$ cat src/rtl/bcd_addsub_seq_pkg.sv
// ----------------------------------------------------------------------------
// | Module   : bcd_addsub_seq_pkg                                            |
// | Purpose  : Shared constants, state encoding and digit helper for the     |
// |            sequential packed-BCD adder/subtractor.                       |
// | Ports    : none (package)                                                |
// | Revision : 1.0  initial release                                          |
// ----------------------------------------------------------------------------
`default_nettype none

package bcd_addsub_seq_pkg;

  localparam logic       OP_ADD    = 1'b0;
  localparam logic       OP_SUB    = 1'b1;
  localparam logic [3:0] BCD_MAX   = 4'd9;
  localparam int         BCD_RADIX = 10;

  typedef enum logic [1:0] {
    ST_IDLE = 2'd0,
    ST_CALC = 2'd1,
    ST_FIN  = 2'd2
  } state_t;

  // A nibble is a legal BCD digit only in the range 0..9.
  function automatic logic digit_bad(input logic [3:0] d);
    return d > BCD_MAX;
  endfunction

endpackage

`default_nettype wire

$ cat src/rtl/bcd_addsub_seq_digit_alu.sv
// ----------------------------------------------------------------------------
// | Module   : bcd_addsub_seq_digit_alu                                      |
// | Purpose  : Combinational single-digit BCD add/subtract with carry or     |
// |            borrow, time-multiplexed across digits by the top level.      |
// | Ports    : a, b   in  4  operand digits                                  |
// |            cin    in  1  carry (add) or borrow (sub) in                  |
// |            op     in  1  0 = add, 1 = subtract                           |
// |            digit  out 4  result digit                                    |
// |            cout   out 1  carry (add) or borrow (sub) out                 |
// | Revision : 1.0  initial release                                          |
// ----------------------------------------------------------------------------
`default_nettype none

module bcd_addsub_seq_digit_alu
  import bcd_addsub_seq_pkg::*;
(
  input  logic [3:0] a,
  input  logic [3:0] b,
  input  logic       cin,
  input  logic       op,
  output logic [3:0] digit,
  output logic       cout
);

  localparam logic [3:0] RADIX4 = 4'(BCD_RADIX);

  logic [4:0]        sum;
  logic signed [5:0] diff;

  always_comb begin
    sum   = {1'b0, a} + {1'b0, b} + {4'b0000, cin};
    diff  = $signed({2'b00, a}) - $signed({2'b00, b}) - $signed({5'b00000, cin});
    digit = sum[3:0];
    cout  = 1'b0;
    if (op == OP_SUB) begin
      // Low nibble arithmetic is mod 16, so +10 on the low bits equals (d+10)[3:0].
      if (diff < 0) begin
        digit = diff[3:0] + RADIX4;
        cout  = 1'b1;
      end else begin
        digit = diff[3:0];
      end
    end else begin
      if (sum > {1'b0, BCD_MAX}) begin
        digit = sum[3:0] - RADIX4;
        cout  = 1'b1;
      end
    end
  end

endmodule

`default_nettype wire

$ cat src/rtl/bcd_addsub_seq.sv
// ----------------------------------------------------------------------------
// | Module   : bcd_addsub_seq                                                |
// | Purpose  : Sequential packed-BCD adder/subtractor, one digit per clock,  |
// |            LSB first, with start/done handshake. Subtraction returns     |
// |            sign-magnitude; addition returns sum plus carry-out.          |
// | Ports    : clk, rst_n        clock, async active-low reset               |
// |            start, op         request (IDLE only), 0=add 1=sub            |
// |            x, y              packed BCD operands (4*DIGITS)              |
// |            busy, done        in-progress flag, one-cycle result pulse    |
// |            result, sign      BCD magnitude, negative flag (sub)          |
// |            carry_out         add overflow                                |
// |            invalid           a non-BCD digit was seen at accept          |
// | Revision : 1.0  initial release                                          |
// ----------------------------------------------------------------------------
`default_nettype none

module bcd_addsub_seq
  import bcd_addsub_seq_pkg::*;
#(
  parameter int DIGITS = 3
) (
  input  logic                clk,
  input  logic                rst_n,
  input  logic                start,
  input  logic                op,
  input  logic [4*DIGITS-1:0] x,
  input  logic [4*DIGITS-1:0] y,
  output logic                busy,
  output logic                done,
  output logic [4*DIGITS-1:0] result,
  output logic                sign,
  output logic                carry_out,
  output logic                invalid
);

  localparam int              W        = 4 * DIGITS;
  localparam int              IW       = $clog2(DIGITS) + 1;
  localparam logic [IW-1:0]   LAST_IDX = IW'(DIGITS - 1);

  function automatic logic has_bad_digit(input logic [W-1:0] v);
    logic bad;
    bad = 1'b0;
    for (int i = 0; i < DIGITS; i++) bad = bad | digit_bad(v[4*i +: 4]);
    return bad;
  endfunction

  state_t        state, state_nx;
  logic          op_r;
  logic [W-1:0]  a_r, b_r, result_r;
  logic [IW-1:0] idx;
  logic          c_r, sign_r, invalid_r;
  logic [3:0]    a_dig, b_dig, alu_dig;
  logic          alu_cout;

  // ---------------------------------------------------------------- FSM
  always_ff @(posedge clk or negedge rst_n) begin
    if (!rst_n) state <= ST_IDLE;
    else        state <= state_nx;
  end

  always_comb begin
    state_nx = state;
    case (state)
      ST_IDLE: if (start) state_nx = ST_CALC;
      ST_CALC: if (idx == LAST_IDX) state_nx = ST_FIN;
      ST_FIN:  state_nx = ST_IDLE;
      default: state_nx = ST_IDLE;
    endcase
  end

  assign busy = (state == ST_CALC) || (state == ST_FIN);

  // --------------------------------------------- digit select and ALU
  always_comb begin
    a_dig = 4'd0;
    b_dig = 4'd0;
    for (int i = 0; i < DIGITS; i++) begin
      if (idx == IW'(i)) begin
        a_dig = a_r[4*i +: 4];
        b_dig = b_r[4*i +: 4];
      end
    end
  end

  bcd_addsub_seq_digit_alu u_alu (
    .a     (a_dig),
    .b     (b_dig),
    .cin   (c_r),
    .op    (op_r),
    .digit (alu_dig),
    .cout  (alu_cout)
  );

  // -------------------------------------------- datapath and outputs
  always_ff @(posedge clk or negedge rst_n) begin
    if (!rst_n) begin
      op_r      <= OP_ADD;
      a_r       <= '0;
      b_r       <= '0;
      result_r  <= '0;
      idx       <= '0;
      c_r       <= 1'b0;
      sign_r    <= 1'b0;
      invalid_r <= 1'b0;
      done      <= 1'b0;
      result    <= '0;
      sign      <= 1'b0;
      carry_out <= 1'b0;
      invalid   <= 1'b0;
    end else begin
      done <= 1'b0;
      case (state)
        ST_IDLE: begin
          if (start) begin
            op_r      <= op;
            invalid_r <= has_bad_digit(x) | has_bad_digit(y);
            idx       <= '0;
            c_r       <= 1'b0;
            // BCD digit order matches binary order, so a plain vector
            // compare picks the larger operand; swapping keeps the final
            // borrow zero and the result a magnitude.
            if (op == OP_SUB && y > x) begin
              a_r    <= y;
              b_r    <= x;
              sign_r <= 1'b1;
            end else begin
              a_r    <= x;
              b_r    <= y;
              sign_r <= 1'b0;
            end
          end
        end
        ST_CALC: begin
          for (int i = 0; i < DIGITS; i++) begin
            if (idx == IW'(i)) result_r[4*i +: 4] <= alu_dig;
          end
          c_r <= alu_cout;
          idx <= idx + IW'(1);
        end
        ST_FIN: begin
          done    <= 1'b1;
          invalid <= invalid_r;
          if (invalid_r) begin
            result    <= '0;
            sign      <= 1'b0;
            carry_out <= 1'b0;
          end else begin
            result    <= result_r;
            sign      <= sign_r;
            carry_out <= (op_r == OP_ADD) ? c_r : 1'b0;
          end
        end
        default: ;
      endcase
    end
  end

endmodule

`default_nettype wire

$ cat config.mk
export PLATFORM = sky130hd
export DESIGN_NAME = bcd_addsub_seq
export DESIGN_NICKNAME = d
export VERILOG_FILES = /design/src/rtl/bcd_addsub_seq_pkg.sv /design/src/rtl/bcd_addsub_seq_digit_alu.sv /design/src/rtl/bcd_addsub_seq.sv
export SDC_FILE = /design/constraint.sdc
export NUM_CORES = 1
export LEC_CHECK = 0
export CAP_MARGIN = 20
export CORE_AREA = 2 2 97 109
export DETAILED_ROUTE_END_ITERATION = 6
export DIE_AREA = 0 0 99 111
export HOLD_SLACK_MARGIN = 0.15
export PLACE_DENSITY = 0.57
export SLEW_MARGIN = 5
export SYNTH_ARGS = -nofsm -noshare
export SYNTH_HDL_FRONTEND = slang
export SYNTH_SLANG_ARGS = --single-unit
$ cat constraint.sdc
create_clock -name clk -period 4.95 [get_ports clk]
set_input_delay 0.99 -clock clk [delete_from_list [all_inputs] [get_ports clk]]
set_output_delay 0.99 -clock clk [all_outputs]
set_load 0.01 [all_outputs]
After elaboration in Yosys (flattened, before gate mapping):

Index checks and enable logic that the tools add are counted.

* add/subtract/negate cells: 7
* magnitude comparators: 9
* eq/ne operators: 6
* multiplexer cells: 27
* bitwise logic cells: 5
* reductions and logical operators: 11

Operators by type and width (count)
* 2-to-1 mux 12 bit: 3
* 2-to-1 mux 4 bit: 9
* > comparator 4 bit, second input constant: 6
* > comparator 12 bit: 1
* AND reduction 2 bit: 6
* 2-to-1 mux 1 bit: 9
* less-than comparator 6 x 1 -> 1 bit, second input constant: 1
* one-hot mux 3 bit (2 select lines): 1
* subtractor 5 x 2 -> 6 bit: 1
* adder 4 x 4 -> 5 bit: 1
* adder 5 x 1 -> 5 bit: 1
* > comparator 5 x 4 -> 1 bit, second input constant: 1
* OR 1 bit: 5
* subtractor 4 x 4 -> 5 bit: 1
* adder 4 bit, second input constant: 1
* 2-to-1 mux 2 bit: 2
* one-hot mux 2 bit (2 select lines): 1
* subtractor 4 bit, second input constant: 1
* adder 3 x 1 -> 3 bit, second input constant: 1
* == test 3 x 1 -> 1 bit, second input constant: 1
* == test 3 x 2 -> 1 bit, second input constant: 1
* zero test 3 bit: 1
* 2-to-1 mux 3 bit: 1
* == test 2 x 1 -> 1 bit, second input constant: 1
* other kinds (8): 8

* register bits: 61
* bits of input ports: 28
* word-level logic and storage cells: 81

Depth between registers and ports, before layout:

Gate-level depths: netlist (run 1).

* word-level depth: 10
* gate-level depth with buffers: 17
* mapped depth without buffers: 16

Hierarchy:

A second synthesis (run 1) with hierarchy kept.

* cell total of the unflattened synthesis: 440
* area total of the unflattened synthesis: 3995.1 um^2

By module, submodules not included
* bcd_addsub_seq: instances 1, cells an instance 374, area an instance 3454.6 um^2
* bcd_addsub_seq_digit_alu: instances 1, cells an instance 66, area an instance 540.5 um^2

Worst setup path before layout (run 1):

No wires, ideal clock.

* kind: flip-flop to flip-flop
* start point: register idx[0]
* end point: register result_r[1]
* library setup time: 0.135 ns
* arrival: 3.741 ns
* path slack: 1.074 ns
* cell stages (with the launch flop): 15
* clock period less this slack: 3.876 ns
* path through: dfrtp_1 inv_1 ha_1 nor3b_1 a221o_1 o21ai_0 fa_1 fa_1 xnor2_1 inv_1 ha_1 a221oi_1 nor4b_1 a211oi_1 o31ai_1

* word-level cells in the longest chain between the ends: 9
* elaborated cells on any way between the ends: 21
* classes of those cells: 6 x add/sub; 2 x order compare; 2 x eq/ne; 9 x mux; 2 x reduce/logical

Ends and longest elaborated chain
* start: declaration: line bcd_addsub_seq.sv:50 `logic [IW-1:0] idx;`
* start signal: assignment: line bcd_addsub_seq.sv:138 `idx <= idx + IW'(1);`
* zero test 3 bit: line bcd_addsub_seq.sv:78, bcd_addsub_seq.sv:135
* 2-to-1 mux 4 bit (3 in series): line bcd_addsub_seq.sv:78 `if (idx == IW'(i)) begin`
* subtractor 4 x 4 -> 5 bit or adder 4 x 4 -> 5 bit (tied branches): line bcd_addsub_seq_digit_alu.sv:32, bcd_addsub_seq_digit_alu.sv:31
* subtractor 5 x 2 -> 6 bit or adder 5 x 1 -> 5 bit (tied branches): line bcd_addsub_seq_digit_alu.sv:32, bcd_addsub_seq_digit_alu.sv:31
* less-than comparator 6 x 1 -> 1 bit, or another cell as far along: line bcd_addsub_seq_digit_alu.sv:37 `if (diff < 0) begin`
* 2-to-1 mux 4 bit, on equally long branches: line bcd_addsub_seq_digit_alu.sv:37, bcd_addsub_seq_digit_alu.sv:44
* 2-to-1 mux 4 bit: line bcd_addsub_seq_digit_alu.sv:35 `if (op == OP_SUB) begin`
* end signal: indexed assignment: line bcd_addsub_seq.sv:135 `if (idx == IW'(i)) result_r[4*i +: 4] <= alu_dig;`
* end: declaration: line bcd_addsub_seq.sv:49 `logic [W-1:0] a_r, b_r, result_r;`

Parallel ways exist; a longest one is shown, timed or not.
A chain may end at the register's enable or synchronous reset.

Final worst setup path (run 1):

* start point: register idx[0]
* end point: register result_r[5]

* word-level cells in the longest chain between the ends: 9
* elaborated cells on any way between the ends: 21
* classes of those cells: 6 x add/sub; 2 x order compare; 2 x eq/ne; 9 x mux; 2 x reduce/logical

Ends and longest elaborated chain (line)
* zero test 3 bit: bcd_addsub_seq.sv:78
* 2-to-1 mux 4 bit (3 in series): bcd_addsub_seq.sv:78
* subtractor 4 x 4 -> 5 bit or adder 4 x 4 -> 5 bit (tied branches): bcd_addsub_seq_digit_alu.sv:32, bcd_addsub_seq_digit_alu.sv:31
* subtractor 5 x 2 -> 6 bit or adder 5 x 1 -> 5 bit (tied branches): bcd_addsub_seq_digit_alu.sv:32, bcd_addsub_seq_digit_alu.sv:31
* less-than comparator 6 x 1 -> 1 bit, or another cell as far along: bcd_addsub_seq_digit_alu.sv:37
* 2-to-1 mux 4 bit, on equally long branches: bcd_addsub_seq_digit_alu.sv:37, bcd_addsub_seq_digit_alu.sv:44
* 2-to-1 mux 4 bit: bcd_addsub_seq_digit_alu.sv:35

Parallel ways exist; a longest one is shown, timed or not.

==> results of run 1 <==
==> routing by layer <==
| layer | wire (um) | GRT usage [%] |
|---|---|---|
| met5 | 0 | 0 |
| met3 | 315 | 4.918 |
| met1 | 4153 | 22.88 |
| met4 | 211 | 6.758 |
| met2 | 4468 | 28.96 |
==> synth_stat cells, types with 5 or more instances <==
library cell  number
a2111oi_0          6
a211oi_1           5
a21oi_1           17
a22oi_1            5
clkbuf_1          11
dfrtp_1           61
ha_1              30
inv_1             45
nand2_1           26
nand2b_1          24
nand3_1            5
nand3b_1          15
nor2_1            28
o21ai_0           30
o221a_1           10
o221a_2            8
o31ai_1           10
==> state kept, by name, indices dropped and copies added (netlist names) <==
register and count:
a_r 12, b_r 12, c_r 1, carry_out 1, done 1, idx 3
invalid 1, invalid_r 1, op_r 1, result 12, result_r 12, sign 1
sign_r 1, state 2
==> cells by family (layout without fill, tap and decap cells) <==
group,after synthesis,count (layout),share of synthesized area (%)
fa+ha+maj,33,33,11.27
simple gates,120,120,16.81
compound gates,120,120,23.80
buf+inv,60,109,6.509
flops,61,61,39.51
xor+xnor,4,4,0.9069
mux,4,4,1.198
==> worst min-delay path: stages, from the launching register on <==
cell	delay, ns
dfrtp_1	0.34
nand2_1	0.05
o31ai_1	0.06
==> cell type report <==
| type | count | area [um^2] | share of cell area, % |
|---|---|---|---|
| multi-input cells | 281 | 2086 | 44.25 |
| flip-flops and latches | 61 | 1526 | 32.39 |
| repair buffers | 48 | 465.4 | 9.875 |
| clock buffers | 13 | 270.3 | 5.734 |
| inverters | 45 | 168.9 | 3.584 |
| well taps | 123 | 153.9 | 3.265 |
| clock inverters | 3 | 42.54 | 0.9026 |
==> worst max-delay path by stage <==
stage                start     endpoint  slack (ns)
floorplan           idx[0]  result_r[1]        1.07
global placement    idx[0]  result_r[2]        1.08
detailed placement  idx[0]  result_r[1]        0.89
CTS                 idx[0]  result_r[5]        0.86
global route        idx[0]  result_r[9]        0.43
finish              idx[0]  result_r[5]        0.84
==> per-stage QoR <==
| step | cells | util [%] | cell area (um^2) |
|---|---|---|---|
| finish | 574 | 47.12 | 4713 |
| floorplan | 402 | - | 3864 |
| global placement | 558 | 43.99 | 4400 |
| CTS | 574 | 47.12 | 4713 |
| detailed placement | 558 | 43.99 | 4400 |
| global route | 574 | 47.12 | 4713 |
==> flow_summary.toml, run 1 <==
[critical_path]
timing.rr.start = "idx[0]"
path_cells = "inv_1 > ha_1 > nor2b_1 > a221o_1 > o21ai_0 > fa_1 > fa_1 > xnor2_1 > inv_1 > ha_1 > a221oi_1 > nor4b_1 > a211oi_1 > o31ai_1"
worstSetupPathDepth = 14
cp-start-kind = "register"
worstPathRequired_ns = 5.15
r2r_setup_slack_ns = 0.84
cp.arrival_ns = 4.31
worstSetupPathType = "register to register"
rr_worst_depth = 14
worstSetupEndpointType = "register"
crit_buf_inv = 2
slowest_stage = "fa_1"
cp_slowest_stage_delay_ns = 0.46
r2r_end = "result_r[5]"
critical_path.max_fanout = 6
crit_family = "adder cells"

[sta]
finClkSkew_ns = 0.005374
setup_viol = 0
hold_viol = 0
period_minus_slack_ns = 4.112
post-route-period-util_pct = 83.08
setup_slack_ns = 0.8377
fmax_mhz = 243.2
fin_tns_setup_ns = 0
relSlewSlack_pct = 41.93
tightest_slew_ns = 0.8710
hold_slack_ns = 0.4858
slew_viol_final = 0
rsz0062_at_grt = "no"

[die]
row_count = 39
initial_utilization_pct = 38.62
dieArea_um2 = 10990
die_h_um = 111
die_w_um = 99
pin_count = 45
core_um2 = 10000

[clocking]
clk_pin_slew_ns = 0.05
cts_tree = "built"
clock_path_buffers = 2
insertion_delay_ns = 0.34
cts-root-buf = "clkbuf_16"
cts_made_buffers = 9
post_cts_buffers = 0
cts.sinks = 61
hold_buffers = 0
ctsResizeCount = 0
htree_levels = 3

[worst_hold_path]
worstHoldPathCells = 2
hold_start = "result_r[10]"
min_path_type = "register to register"
hold_end = "result_r[10]"

[layout]
fin_nets = 507
drive_gt1_share_pct = 7.982
layout_common_cells = "61 x dfrtp_1, 45 x inv_1, 43 x clkdlybuf4s50_1"
syn_to_final_growth_pct = 21.99
final_common_cell = "dfrtp_1"
num-fill-cells = 964
antennaDiodeCount = 0

[synthesis]
async_flop_share_pct = 100.0
synthCells = 402
synth_seq_area_share_pct = 39.51
synthTopCellsByArea = "dfrtp_1 40%, ha_1 9.7%, inv_1 4.4%"
synth_warnings = 0
mappedNetlistArea_um2 = 3864
ys_ff_latch = 61
synth_area_per_cell_um2 = 9.611
synth_edf_count = 0
ys_types = 58
synth_nets = 463
yosysTopAreaCell = "dfrtp_1"
synth_flop_cell = "dfrtp_1"
synth_top_cell_area_share_pct = 39.51

[route]
routed_wirelength_um = 9150
ant_nets = 0
vias_per_cell = 5.409
vias = 3105
first_iter_violations = 144
wl_per_cell_um = 15.94
dr.pass1.iters = 4
drc = 0

[global_route]
grt_max_degree = 62
grt-ovfl-total = 0
grt_usage_pct = 17.95
grt_antenna_before_repair = 0
grt_pass1_wl_um = 15610
grt_pass1_vias = 3159

[placement]
port_buffers = 44
post-place-ws_ns = 0.8926
hpwl_um = 6776
place_congestion = 0.8449

[status]
status = "finished, final reports clean"

[job]
maxCapViolCount = 0
Power of run 1 is not shown: default switching activity piles up to over one toggle a cycle in this logic, so the estimate is an artifact.
==> inputs of run 2 (changes only) <==
--- a/config.mk
+++ b/config.mk
@@ -10,7 +10,7 @@
 export DETAILED_ROUTE_END_ITERATION = 6
 export DIE_AREA = 0 0 99 111
 export HOLD_SLACK_MARGIN = 0.15
-export PLACE_DENSITY = 0.57
+export PLACE_DENSITY = 0.59
 export SLEW_MARGIN = 5
 export SYNTH_ARGS = -nofsm -noshare
 export SYNTH_HDL_FRONTEND = slang
==> constraint.sdc (replaced) <==
create_clock -name clk -period 3.4 [get_ports clk]
set_input_delay 0.68 -clock clk [delete_from_list [all_inputs] [get_ports clk]]
set_output_delay 0.68 -clock clk [all_outputs]
set_load 0.01 [all_outputs]
==> flow_summary.toml, run 2 (synthesized netlist as in run 1, its figures left out) <==
[status]
status = "complete, but fails checks"
violations = "setup timing"

[clocking]
clock_path_buffers = 2
clk_pin_slew_ns = 0.06
htree_levels = 3
cts_made_buffers = 9
cts.sinks = 61
insertion_delay_ns = 0.33
cts-root-buf = "clkbuf_16"
cts_tree = "built"
hold_buffers = 0

[route]
drc = 0
dr.pass1.iters = 5
routed_wirelength_um = 9970
top_layer_used = "met4"
wl_met2_um = 5388
first_iter_violations = 148
met3_length_um = 374
vias_per_cell = 5.471
drt-met1-wl_um = 4074
ant_nets = 0
vias = 3359
wl_per_cell_um = 16.24

[sta]
post-route-period-util_pct = 100.5
setup_viol = 2
fmax_mhz = 292.6
hold_slack_ns = 0.2836
rsz0062_at_grt = "yes"
slew_viol_final = 0
tightest_slew_ns = 0.8900
relSlewSlack_pct = 40.67
finClkSkew_ns = 0.008178
period_minus_slack_ns = 3.417
hold_viol = 0
setup_slack_ns = -0.01710

[critical_path]
worstPathRequired_ns = 3.64
r2r_end = "result_r[7]"
cp.arrival_ns = 3.65
cp_slowest_stage_delay_ns = 0.47
cp-start-kind = "register"
critical_path.max_fanout = 3
worstSetupPathType = "register to register"
crit_buf_inv = 2
worstSetupEndpointType = "register"
r2r_setup_slack_ns = -0.02
worstSetupPathDepth = 14
timing.rr.start = "idx[0]"
crit_family = "adder cells"
crit_path_start = "idx[0]"
slowest_stage = "fa_2"
crit_end = "result_r[7]"
path_cells = "inv_2 > ha_2 > nor2b_2 > a221o_1 > o21ai_4 > ha_4 > fa_2 > ha_4 > inv_1 > ha_2 > a211o_1 > xor2_2 > o32ai_4 > o31ai_1"
rr_worst_depth = 14

[global_route]
grt_antenna_before_repair = 0
grt_max_degree = 46
grt_pass1_wl_um = 16540
grt_pass1_vias = 3372
grt_usage_pct = 18.67
grt-ovfl-total = 0

[layout]
final_common_cell = "dfrtp_1"
drive_gt1_share_pct = 23.83
num-fill-cells = 892
syn_to_final_growth_pct = 38.02
layout_common_cells = "61 x dfrtp_1, 43 x inv_1, 43 x clkdlybuf4s50_1"
final_core_util_pct = 53.31
fin_nets = 547
finalInstanceArea_um2 = 5333
fin_cells = 614
antennaDiodeCount = 0

[worst_hold_path]
min_path_type = "input pin to asynchronous set/reset pin"

[placement]
port_buffers = 44
place_congestion = 0.8617
hpwl_um = 7342
post_dp_cell_area_um2 = 4715
dp.cells = 594

[die]
row_count = 39
die_w_um = 99
pin_count = 45
dieArea_um2 = 10990
initial_utilization_pct = 38.62
core_um2 = 10000
die_h_um = 111

[job]
maxCapViolCount = 0
## run 2: cell types whose count changed in the layout (fill, tap and decap cells not counted), sizes merged
| cell | previous run | this run |
|---|---|---|
| buf | 5 | 45 |
| clkinv | 1 | 4 |
| inv | 45 | 46 |
| clkbuf | 13 | 9 |
## run 2: worst reg2reg max path, cell delays in order (launching register included)
cell and delay, ns:
dfrtp_1 0.42, inv_2 0.08, ha_2 0.21, nor2b_2 0.17
a221o_1 0.32, o21ai_4 0.10, ha_4 0.18, fa_2 0.47
ha_4 0.29, inv_1 0.04, ha_2 0.18, a211o_1 0.28
xor2_2 0.19, o32ai_4 0.14, o31ai_1 0.25
## run 2: stage by stage
step / TNS, ns / worst slack (ns)
6_report: -0.02065 / -0.01710
5_1_grt: -0.9712 / -0.1528
4_1_cts: -0.07428 / -0.03456
3_5_place_dp: -2.004 / -0.2704
3_3_place_gp: -0.5104 / -0.09039
2_1_floorplan: 0 / 0.01298
## run 2: final cells by class
cell class	count	area (um^2)	share of cell area, %
well taps	123	153.9	2.886
clock inverters	7	73.82	1.384
clock buffers	9	225.2	4.223
inverters	45	168.9	3.168
multi-input cells	281	2402	45.05
flip-flops and latches	61	1526	28.63
repair buffers	88	782.0	14.66
## run 2: how the worst min path moves through the flow
stage                 from           to  cells after the start  slack, ns
6_report             rst_n      invalid                      1       0.28
3_3_place_gp   result_r[4]  result_r[4]                      2       0.46
3_5_place_dp   result_r[2]  result_r[2]                      2       0.47
5_1_grt              rst_n      invalid                      1       0.31
2_1_floorplan        rst_n       a_r[0]                      0       0.38
4_1_cts        result_r[1]  result_r[1]                      2       0.49
## run 2: timing repair
action                     CTS  global route
setup endpoints to repair   10            10
gates resized for setup     28            23
buffers inserted             3             1
pin swaps                   16            12
## run 2: layer usage
metal  GRT usage, %  up-vias
li1               -     1628
met1          22.22     1631
met2          33.65       88
met3          4.477       12
met4          4.384        0
met5              0        -
Power of run 2 is left out for the same reason.
==> inputs of run 3 (changes only) <==
--- a/config.mk
+++ b/config.mk
@@ -5,12 +5,14 @@
 export SDC_FILE = /design/constraint.sdc
 export NUM_CORES = 1
 export LEC_CHECK = 0
+export ABC_AREA = 1
 export CAP_MARGIN = 20
-export CORE_AREA = 2 2 97 109
+export CORE_AREA = 2 2 96 107
 export DETAILED_ROUTE_END_ITERATION = 6
-export DIE_AREA = 0 0 99 111
+export DIE_AREA = 0 0 98 109
+export GPL_TIMING_DRIVEN = 0
 export HOLD_SLACK_MARGIN = 0.15
-export PLACE_DENSITY = 0.59
+export PLACE_DENSITY = 0.6
 export SLEW_MARGIN = 5
 export SYNTH_ARGS = -nofsm -noshare
 export SYNTH_HDL_FRONTEND = slang
==> flow_summary.toml, run 3 <==
[status]
status = "finished, final reports clean"

[critical_path]
worstPathRequired_ns = 3.63
path_cells = "inv_2 > ha_4 > nand2_8 > buf_8 > a31oi_4 > inv_2 > fa_2 > fa_2 > xor2_2 > ha_4 > nand2_2 > a21boi_4 > nand2_2 > nand2_4 > nand3_2 > nand3_2 > nand2_2 > nand2_1 > nand2_1"
cp-start-kind = "register"
cp_slowest_stage_delay_ns = 0.42
cp.arrival_ns = 3.57
worstSetupPathType = "register to register"
slowest_stage = "dfrtp_1"
path_common_cell = "nand2_2"
critical_path.max_fanout = 7
worstSetupEndpointType = "register"

[layout]
final_core_util_pct = 49.60
final_common_cell = "nand2_1"
num-fill-cells = 934
syn_to_final_growth_pct = 27.92
layout_common_cells = "91 x nand2_1, 61 x dfrtp_1, 50 x inv_1"
fin_nets = 585
multiInputGateArea_um2 = 2115
seqCellArea_um2 = 1526
antennaDiodeCount = 0
finalInstanceArea_um2 = 4787
drive_gt1_share_pct = 16.82

[global_route]
grt_usage_pct = 17.89
grt_pass1_vias = 3280
grt_max_degree = 62
grt_antenna_before_repair = 0
grt_pass1_wl_um = 15150
grt-ovfl-total = 0

[route]
first_iter_violations = 194
routed_wirelength_um = 9368
dr.pass1.iters = 5
vias_per_cell = 5.077
vias = 3295
drc = 0
wl_per_cell_um = 14.43
ant_nets = 0

[sta]
fin_tns_setup_ns = 0
period_minus_slack_ns = 3.333
relSlewSlack_pct = 49.56
hold_viol = 0
setup_viol = 0
finClkSkew_ns = 0.008542
slew_viol_final = 0
post-route-period-util_pct = 98.02
tightest_slew_ns = 0.7566
setup_slack_ns = 0.06738
rsz0062_at_grt = "yes"
fmax_mhz = 300.1

[die]
row_count = 38
initial_utilization_pct = 38.77
core_um2 = 9652
die_h_um = 109
pin_count = 45
die_w_um = 98
dieArea_um2 = 10680

[synthesis]
synth_warnings = 0
yosysTopAreaCell = "dfrtp_1"
synthCells = 458
ys_ff_latch = 61
synth_area_per_cell_um2 = 8.171
mappedNetlistArea_um2 = 3742
synth_top_cell_area_share_pct = 40.79
ys_types = 37
synth_edf_count = 0
synth_flop_cell = "dfrtp_1"
synthTopCellsByArea = "dfrtp_1 41%, ha_1 10%, nand2_1 9.9%"
async_flop_share_pct = 100.0
synth.cells.most_frequent = "99 x nand2_1, 61 x dfrtp_1, 55 x inv_1, 36 x a21oi_1, 31 x o21ai_0"
synth_most_common_cell = "nand2_1"
synth_nets = 519
synth_seq_area_share_pct = 40.79

[clocking]
htree_levels = 3
cts_tree = "built"
cts-root-buf = "clkbuf_8"
hold_buffers = 0
insertion_delay_ns = 0.35
clock_path_buffers = 2
cts.sinks = 61
clk_pin_slew_ns = 0.07
cts_made_buffers = 9

[placement]
port_buffers = 44
post_dp_cell_area_um2 = 4330
hpwl_um = 6954
post-place-ws_ns = -0.5480
place_congestion = 0.8817

[worst_hold_path]
min_path_type = "input pin to asynchronous set/reset pin"

[job]
maxCapViolCount = 0
run 3: cell types whose count changed in the layout (fill, tap and decap cells not counted), moves of 14 or more:
cell	delta
nand3_1	+14
a21oi_1	+20
nand3b_1	-14
o21ai_1	+30
nand2_1	+66
buf_4	-30
nand2b_1	-23
run 3: worst paths after layout:
check / start / endpoint / slack (ns) / depth (start not counted)
max: idx[0] / result_r[3] / 0.07 / 19
min: rst_n / result[2] / 0.40 / 1
max reg2reg: idx[0] / result_r[3] / 0.07 / 19
min reg2reg: b_r[7] / b_r[7] / 0.48 / 2
max in group asynchronous: rst_n / b_r[7] / 2.49 / 1
min in group clk: b_r[7] / b_r[7] / 0.48 / 2
run 3: routing by layer:
layer | wire length (um) | GRT usage [%] | share of wire [%]
met5 | 0 | 0 | 0
met4 | 288 | 9.524 | 3.1
met3 | 432 | 2.628 | 4.6
met2 | 4691 | 31.51 | 50
met1 | 3955 | 21.19 | 42
run 3: cells by family after synthesis:
| logic type | synth area share, % |
|---|---|
| AO/OA/AOI/OAI | 18.49 |
| XOR/XNOR | 0.6688 |
| adder cells (fa/ha/maj) | 11.63 |
| buffers and inverters | 8.024 |
| flip-flops | 40.79 |
| AND/OR/NAND/NOR | 20.39 |
run 3: worst max-delay path: cells and delay by family, from the launching register on:
family                     cells  cell delay [ns]
xor gates and xnor gates       1             0.21
AOI/OAI and AO/OA              2             0.38
and+or+nand+nor                9             0.67
adders and majority gates      4             1.17
DFF                            1             0.42
buffers and inverters          3             0.34
run 3: stage by stage:
step                      hold WS (ns)  cells
after detailed placement        0.4669    622
final                           0.4029    649
after floorplan                 0.3844    458
after global placement          0.4648    622
after CTS                       0.4302    641
after global routing            0.4709    649
run 3: repair_timing:
action | CTS | global route
setup buffers | 3 | 8
pin swaps | 2 | 13
endpoints found under the setup margin | 10 | 10
cloned | 0 | 0
resized for setup | 16 | 35
endpoints found under the hold margin | 0 | 0
run 3: area by class of cell:
class                      instances  share of cell area [%]
tap                              120                   3.136
clock buffer                      11                   2.744
clock inverter                     5                  0.5750
sequential                        61                   31.89
timing repair buffer              55                   10.87
buffer                            12                   1.830
multi-input combinational        326                   44.17
inverter                          59                   4.783
Power of run 3 is left out for the same reason.
